## config.mk

```make
export PLATFORM = sky130hd
export DESIGN_NAME = fifo_stream_reader
export DESIGN_NICKNAME = d
export VERILOG_FILES = /design/src/rtl/stream_skid2.sv /design/src/rtl/fifo_stream_reader.sv
export SDC_FILE = /design/constraint.sdc
export NUM_CORES = 1
export LEC_CHECK = 0
export ABC_AREA = 1
export CORE_MARGIN = 2
export CORE_UTILIZATION = 50
export CTS_CLUSTER_SIZE = 24
export DETAILED_ROUTE_END_ITERATION = 16
export DONT_BUFFER_PORTS = 1
export PLACE_DENSITY = 0.64
export SYNTH_ARGS = -nofsm -noshare
export SYNTH_HDL_FRONTEND = slang
export SYNTH_SLANG_ARGS = --single-unit
```

## constraint.sdc

```tcl
create_clock -name clk -period 2.5 [get_ports clk]
set_input_delay 0.5 -clock clk [delete_from_list [all_inputs] [get_ports clk]]
set_output_delay 0.5 -clock clk [all_outputs]
set_load 0.005 [all_outputs]
```

## src/rtl/stream_skid2.sv

```systemverilog
// Two-entry valid/ready skid register: head drives the output, tail absorbs
// one extra word so the upstream credit loop never has to stall mid-word.
module stream_skid2 #(
  parameter int WIDTH = 8
) (
  input  logic             clk,
  input  logic             rst,
  input  logic             clear,
  input  logic             in_valid,
  input  logic [WIDTH-1:0] in_data,
  input  logic             out_ready,
  output logic             out_valid,
  output logic [WIDTH-1:0] out_data,
  output logic [1:0]       occ,
  output logic             accept
);

  localparam logic [1:0] DEPTH = 2'd2;

  logic [WIDTH-1:0] head, tail;
  logic [WIDTH-1:0] head_d, tail_d;
  logic [1:0]       occ_q, occ_d, occ_after;

  assign out_valid = (occ_q != 2'd0);
  assign out_data  = head;
  assign occ       = occ_q;
  assign accept    = out_valid && out_ready;

  // NOTE: every always_comb output gets a default first so no path infers a latch.
  always_comb begin
    head_d    = head;
    tail_d    = tail;
    occ_after = occ_q - {1'b0, accept};
    if (accept && occ_q == DEPTH) head_d = tail;
    // A captured word lands in the first slot left free after the accept.
    if (in_valid) begin
      if (occ_after == 2'd0) head_d = in_data;
      else                   tail_d = in_data;
    end
    occ_d = occ_after + {1'b0, in_valid};
    if (clear) occ_d = 2'd0;
  end

  // NOTE: sequential state uses <= so every register samples pre-edge values.
  // NOTE: tail is don't-care whenever occ < 2, so only control and the visible head are reset.
  always_ff @(posedge clk) begin
    if (rst) begin
      head  <= '0;
      occ_q <= 2'd0;
    end else begin
      head  <= head_d;
      occ_q <= occ_d;
    end
    tail <= tail_d;
  end

endmodule

```

## src/rtl/fifo_stream_reader.sv

```systemverilog
// Read-side adapter for the synchronous FIFO: pops with a credit check that
// covers the one-cycle read latency and presents the words as a stream.
module fifo_stream_reader #(
  parameter int WIDTH     = 8,
  parameter int CNT_WIDTH = 32
) (
  input  logic                 clk,
  input  logic                 rst,
  input  logic                 fifo_empty,
  input  logic [WIDTH-1:0]     fifo_q,
  output logic                 fifo_pop,
  input  logic                 flush,
  output logic                 out_valid,
  input  logic                 out_ready,
  output logic [WIDTH-1:0]     out_data,
  output logic [CNT_WIDTH-1:0] delivered,
  output logic                 busy
);

  logic       inflight;
  logic       accept;
  logic [1:0] occ;
  logic [2:0] credit;

  // Slots already committed: held words plus the word still coming out of the FIFO.
  assign credit   = {1'b0, occ} + {2'b00, inflight};
  assign fifo_pop = !rst && !flush && !fifo_empty &&
                    (credit < (3'd2 + {2'b00, accept}));
  assign busy     = (occ != 2'd0) || inflight;

  stream_skid2 #(.WIDTH(WIDTH)) u_skid (
    .clk       (clk),
    .rst       (rst),
    .clear     (flush),
    .in_valid  (inflight),
    .in_data   (fifo_q),
    .out_ready (out_ready),
    .out_valid (out_valid),
    .out_data  (out_data),
    .occ       (occ),
    .accept    (accept)
  );

  // fifo_pop is already low under flush, so inflight clears without a special case.
  always_ff @(posedge clk) begin
    if (rst) begin
      inflight  <= 1'b0;
      delivered <= '0;
    end else begin
      inflight <= fifo_pop;
      if (accept) delivered <= delivered + CNT_WIDTH'(1);
    end
  end

endmodule

```

==> results of run 1 <==
[per-layer routing]
layer,routed length [um],global-route usage (%)
met2,2260,30.7
met4,90,7.54
met3,304,4.42
met5,0,0
met1,2480,27.9
[sequential cells by signal, indices dropped and copies added, names as in the netlist]
| signal | flops |
|---|---|
| u_skid.tail | 8 |
| delivered | 32 |
| u_skid.out_data | 8 |
| u_skid.occ | 2 |
| inflight | 1 |
[path summary, 6_finish.rpt]
kind                             end                from  slack (ns)  cells after the start
setup / recovery            fifo_pop       u_skid.occ[1]        0.48                      6
hold / removal         delivered[28]                 rst        0.25                      1
setup reg to reg       delivered[20]        delivered[0]        0.81                      8
hold reg to reg   u_skid.out_data[4]  u_skid.out_data[4]        0.51                      2
[report_power, final]
part / internal, mW / switching, mW / total, mW
sequential: 0.841 / 0.00791 / 0.849
clock: 0.208 / 0.284 / 0.492
combinational: 0.0166 / 0.0302 / 0.0468
total: 1.07 / 0.322 / 1.39
[worst register-to-register path, stage by stage, from the launching register on]
cell and delay [ns]:
dfxtp_1 0.41, ha_1 0.21, inv_1 0.06, nor2_2 0.18
nand3_4 0.14, nor2_4 0.27, nand2_1 0.14, o21ai_1 0.14
nor2_1 0.05
[logic make-up after synthesis]
family	synth area share [%]
DFF	43.9
buffers and inverters	9.13
adders and majority gates	2.00
and+or+nand+nor	33.4
AOI/OAI and AO/OA	11.6
[stage by stage]
stage / total power [mW] / instances / area [um^2]
after CTS: 1.42 / 410 / 2650
final: 1.39 / 410 / 2650
after global routing: 1.45 / 410 / 2650
after detailed placement: 0.915 / 402 / 2550
after global placement: 0.914 / 402 / 2550
after floorplan: 0.907 / 342 / 2510
[final cells by class]
type	instances	area, um^2	share of cell area (%)
Clock buffer	5	68.8	2.60
Clock inverter	3	28.8	1.09
Inverter	48	180	6.81
Multi-Input combinational cell	235	1180	44.5
Sequential cell	51	1100	41.6
Tap cell	67	83.8	3.17
Timing Repair Buffer	1	7.51	0.284
[cell usage in the layout, fill, tap and decap left out, types with 2 or more instances in the layout]
cell type / n
inv_2: 6
inv_1: 41
a31oi_1: 10
o21a_1: 3
o21ai_1: 5
clkbuf_8: 5
nand4_1: 13
nor4_1: 2
o21ai_0: 16
nand3_1: 18
dfxtp_1: 43
nand3_2: 2
ha_1: 4
nor3_1: 5
nand2_1: 78
nor2_1: 42
nor2_4: 4
edfxtp_1: 8
clkinv_4: 2
nor2_2: 9
a21oi_1: 18
==> impl_results.md, run 1 <==
- Outcome: finished clean
- Worst-margin pin slew: 0.619 ns
- Sequential element share of the synthesized area: 43.9%
- WP buf/inv: 2
- First-pass iteration count of the detailed router: 4
- Slowest-stage cell, CP: dfxtp_1
- CP most frequent cell: inv_2
- Hold Path Class: input port to register
- Unique cell type count in the Yosys netlist: 29
- Worst-path clk slew: 0.10 ns
- Worst clock skew: 0.00969 ns
- Worst Setup End Kind: primary output
- Clock sinks: 51
- Post-CTS setup buffers: 0
- Prevailing post-synth register cell: dfxtp_1
- Delay-heaviest family, CP: simple AND/OR/NAND/NOR gates
- CP max FO: 13
- Cell Area, Synth: 2510 um^2
- Critical Path, Cell by Cell: nor2_4 -> nor2_8 -> inv_2 -> o21ai_1 -> inv_2 -> nor4_1
- Root buf cell: clkbuf_8
- Diode count: 0
- Finished Core Util: 55.3%
- Worst Setup Slack, final: 0.480 ns
- Hold Buf Count CTS: 0
- Total wire length: 5.13 mm
- I/O Buffers: 0
- Wire length per cell: 12.5 um
- Max VDD drop: 0.326 mV
- Period Utilization, post-route: 80.8%
- Fill cells: 454
- Commonest cells in the synthesized netlist: 78 x nand2_1, 43 x dfxtp_1, 42 x nor2_1
- TritonCTS Buffers: 5
- Fin Setup TNS: 0 ns
- Core area: 4790 um^2
- Max cap viols: 0
- RSZ-0062 raised after global routing: false
- Achievable Freq: 495 MHz
- # rows: 25
- IO Count: 56
- TritonCTS clock tree: built
- Fin nets: 359
- Final setup viols: 0
- Setup Slack @ Placement: 0.732 ns
- Worst hold slack: 0.251 ns
- First-pass GRT wire length: 8.79 mm
- Global placement routability congestion: 0.906
- 1st-iter DRT viols: 132
- Clk_lat worst skew: 0.30 ns
- Die W: 74.8 um
- Leakage dissipation: 1.03 nW
- WP data required: 2.00 ns
- Net Count, Synth: 359
- Asr flop ratio synth: 0%
- Yosys top cell by area: dfxtp_1
- Share of cells above drive strength 1: 10.2%
- Cts repair resizes: 0
- Tot GR Track Use: 20.1%
- Slowest cell delay on critical path: 0.45 ns
- Crit start category: register
- Pwr/cell area: 524 nW/um^2
- Layout area overhead: 5.59%
- Via Count: 2,095
- CTS Buffer Depth: 2
- Most common cell in the netlist: nand2_1
- Synth top area share: 34.3%
- Setup CP Type: register to primary output
- Grt ovf: 0
- Initial antenna violation count: 0
- Syn_area_per_cell: 7.33 um^2
- Final HPWL DP: 3.80 mm
- Die area: 5600 um^2
- Chip height: 74.8 um
- YS warnings: 0
- Headroom to the max-slew limit: 58.6%
- H-tree Lvls: 2
- Number of enable flip-flop cells after synthesis: 8
- Final Critical Period: 2.02 ns
- Top post-synthesis cells by area: dfxtp_1 34%, nand2_1 12%, edfxtp_1 9.6%, nor2_1 6.3%, inv_1 6.1%
- Via/cell ratio: 5.11
- Slew Viols, Final: 0
- Antenna viol nets, final: 0
- Number of remaining DRC errors: 0
- Largest net degree at the start of global routing: 19
- Number of global-route vias before repair: 1,940
- Final Hold Fails: 0
- Post-synthesis cell count: 342
- Register bit total from synthesis: 51
- Starting Density: 52.4%
- WP data arrival: 1.52 ns
No activity file was read; power rests on OpenSTA's default activity.
==> run 2: changes to the inputs <==
==> constraint.sdc (replaced) <==
create_clock -name clk -period 1.9 [get_ports clk]
set_input_delay 0.38 -clock clk [delete_from_list [all_inputs] [get_ports clk]]
set_output_delay 0.38 -clock clk [all_outputs]
set_load 0.005 [all_outputs]
==> impl_results.md, run 2 (same netlist as run 1, synthesis figures left out) <==
- WP data required: 1.52 ns
- Most frequent cells in the layout: 78 x nand2_1, 42 x nor2_1, 41 x inv_1, 41 x dfxtp_1
- WP buf/inv: 1
- Delay-heaviest family, CP: adder cells
- Slowest-stage cell, CP: dfxtp_1
- Max reg flops: 32
- Worst clock skew: 0.00545 ns
- WP data arrival: 1.44 ns
- First-pass iteration count of the detailed router: 4
- Diode count: 0
- Die area: 5600 um^2
- Die W: 74.8 um
- Via Count: 2,164
- Worst hold slack: 0.124 ns
- H-tree Lvls: 2
- I/O Buffers: 0
- Antenna viol nets, final: 0
- Worst Hold Launch: rst
- Leakage dissipation: 1.06 nW
- TritonCTS clock tree: built
- Worst Setup End Kind: primary output
- CP most frequent cell: ha_1
- Worst-margin pin slew: 0.443 ns
- # rows: 25
- Fill cells: 457
- Via/cell ratio: 5.20
- Worst setup path start: inflight
- Global placement routability congestion: 0.862
- CTS Buffer Depth: 2
- R2R cell count: 8
- Final Hold Fails: 0
- Layout area overhead: 7.93%
- Slowest cell delay on critical path: 0.36 ns
- Grt ovf: 0
- Max cap viols: 0
- Fin nets: 365
- Outcome: finished clean
- Largest net degree at the start of global routing: 18
- Chip height: 74.8 um
- CP max FO: 4
- Total wire length: 5.45 mm
- Worst r2r dst: u_skid.occ[1]
- Headroom to the max-slew limit: 70.4%
- Critical Path, Cell by Cell: ha_1 -> ha_1 -> o21ai_1 -> inv_2 -> nor4_4
- Most common cell after layout, fill and taps aside: nand2_1
- Startpoint of the worst register-to-register path: u_skid.occ[0]
- FF-to-FF setup slack: 0.17 ns
- Clk_lat worst skew: 0.31 ns
- Starting Density: 52.4%
- Root buf cell: clkbuf_8
- First-pass GRT wire length: 9.20 mm
- Final setup viols: 0
- Final Critical Period: 1.82 ns
- TritonCTS Buffers: 5
- Pwr/cell area: 677 nW/um^2
- IO Count: 56
- Worst Hold End: delivered[28]
- Number of remaining DRC errors: 0
- Share of cells above drive strength 1: 12.6%
- Wire length per cell: 13.1 um
- Max VDD drop: 0.356 mV
- Core area: 4790 um^2
- Pint: 1.40 mW
- Hold Path Class: input port to register
- Final HPWL DP: 3.98 mm
- Tot GR Track Use: 21.5%
- Switching portion of total power: 23.7%
- Sequential share of power: 61.0%
- Top reg by flops: delivered
- Number of global-route vias before repair: 2,018
- Hold Path Cell Cnt: 1
- Crit start category: register
- P_sw: 0.434 mW
- Period Utilization, post-route: 95.8%
- Comb pwr share: 3.7%
- Clock power share: 35.3%
- Achievable Freq: 550 MHz
- Initial antenna violation count: 0
- Finished Core Util: 56.5%
- Setup CP Type: register to primary output
- 1st-iter DRT viols: 62
- Worst-path clk slew: 0.10 ns
- Slew Viols, Final: 0
- Clock sinks: 51
[run 2: what timing repair did]
action | 4_1_cts | 5_1_grt
resized for setup | 2 | 2
hold buffers | 0 | 0
endpoints found under the hold margin | 0 | 0
pin swaps | 0 | 1
buffers inserted | 0 | 3
endpoints found under the setup margin | 1 | 1
[run 2: worst max-delay path by stage]
| stage | endpoint | slack [ns] | depth (start not counted) |
|---|---|---|---|
| after detailed placement | delivered[20] | 0.21 | 8 |
| after global routing | fifo_pop | -0.005 | 5 |
| final | fifo_pop | 0.08 | 5 |
| after global placement | delivered[22] | 0.24 | 8 |
| after CTS | fifo_pop | 0.03 | 6 |
| after floorplan | fifo_pop | 0.37 | 3 |
[run 2: layout make-up]
class	count	area [um^2]	share of cell area (%)
clock buffers	5	68.8	2.54
repair buffers	7	52.6	1.94
well taps	67	83.8	3.10
flip-flops and latches	51	1100	40.8
clock inverters	3	25.0	0.925
multi-input cells	235	1190	44.1
inverters	48	180	6.66
[run 2: worst reg2reg max path, delay by kind of cell (launching register included)]
kind | cells | cell delay (ns)
adders and majority gates | 1 | 0.21
AOI/OAI and AO/OA | 1 | 0.16
and+or+nand+nor | 5 | 0.78
DFF | 1 | 0.36
buffers and inverters | 1 | 0.14
[run 2: through the flow]
step / setup TNS [ns] / setup WS [ns] / total power [mW] / cells / instance area, um^2
2_1_floorplan: 0 / 0.371 / 1.19 / 342 / 2510
3_3_place_gp: 0 / 0.244 / 1.21 / 405 / 2570
3_5_place_dp: 0 / 0.207 / 1.21 / 405 / 2570
4_1_cts: 0 / 0.0342 / 1.85 / 413 / 2670
5_1_grt: -0.00465 / -0.00465 / 1.91 / 416 / 2710
6_report: 0 / 0.0807 / 1.83 / 416 / 2710
[run 2: layer usage]
layer,wire length (um),vias to the layer above,global-route usage [%]
met5,0,-,0
met4,71,0,6.55
met3,383,6,6.43
met2,2450,57,34.2
met1,2550,973,28.5
li1,-,1128,-
[run 2: power groups by stage]
stage	Clock [mW]	Combinational [mW]	Sequential, mW
floorplan	0	0.0538	1.14
global placement	0	0.0639	1.14
detailed placement	0	0.0648	1.14
CTS	0.668	0.0658	1.12
global route	0.710	0.0779	1.12
finish	0.646	0.0679	1.12
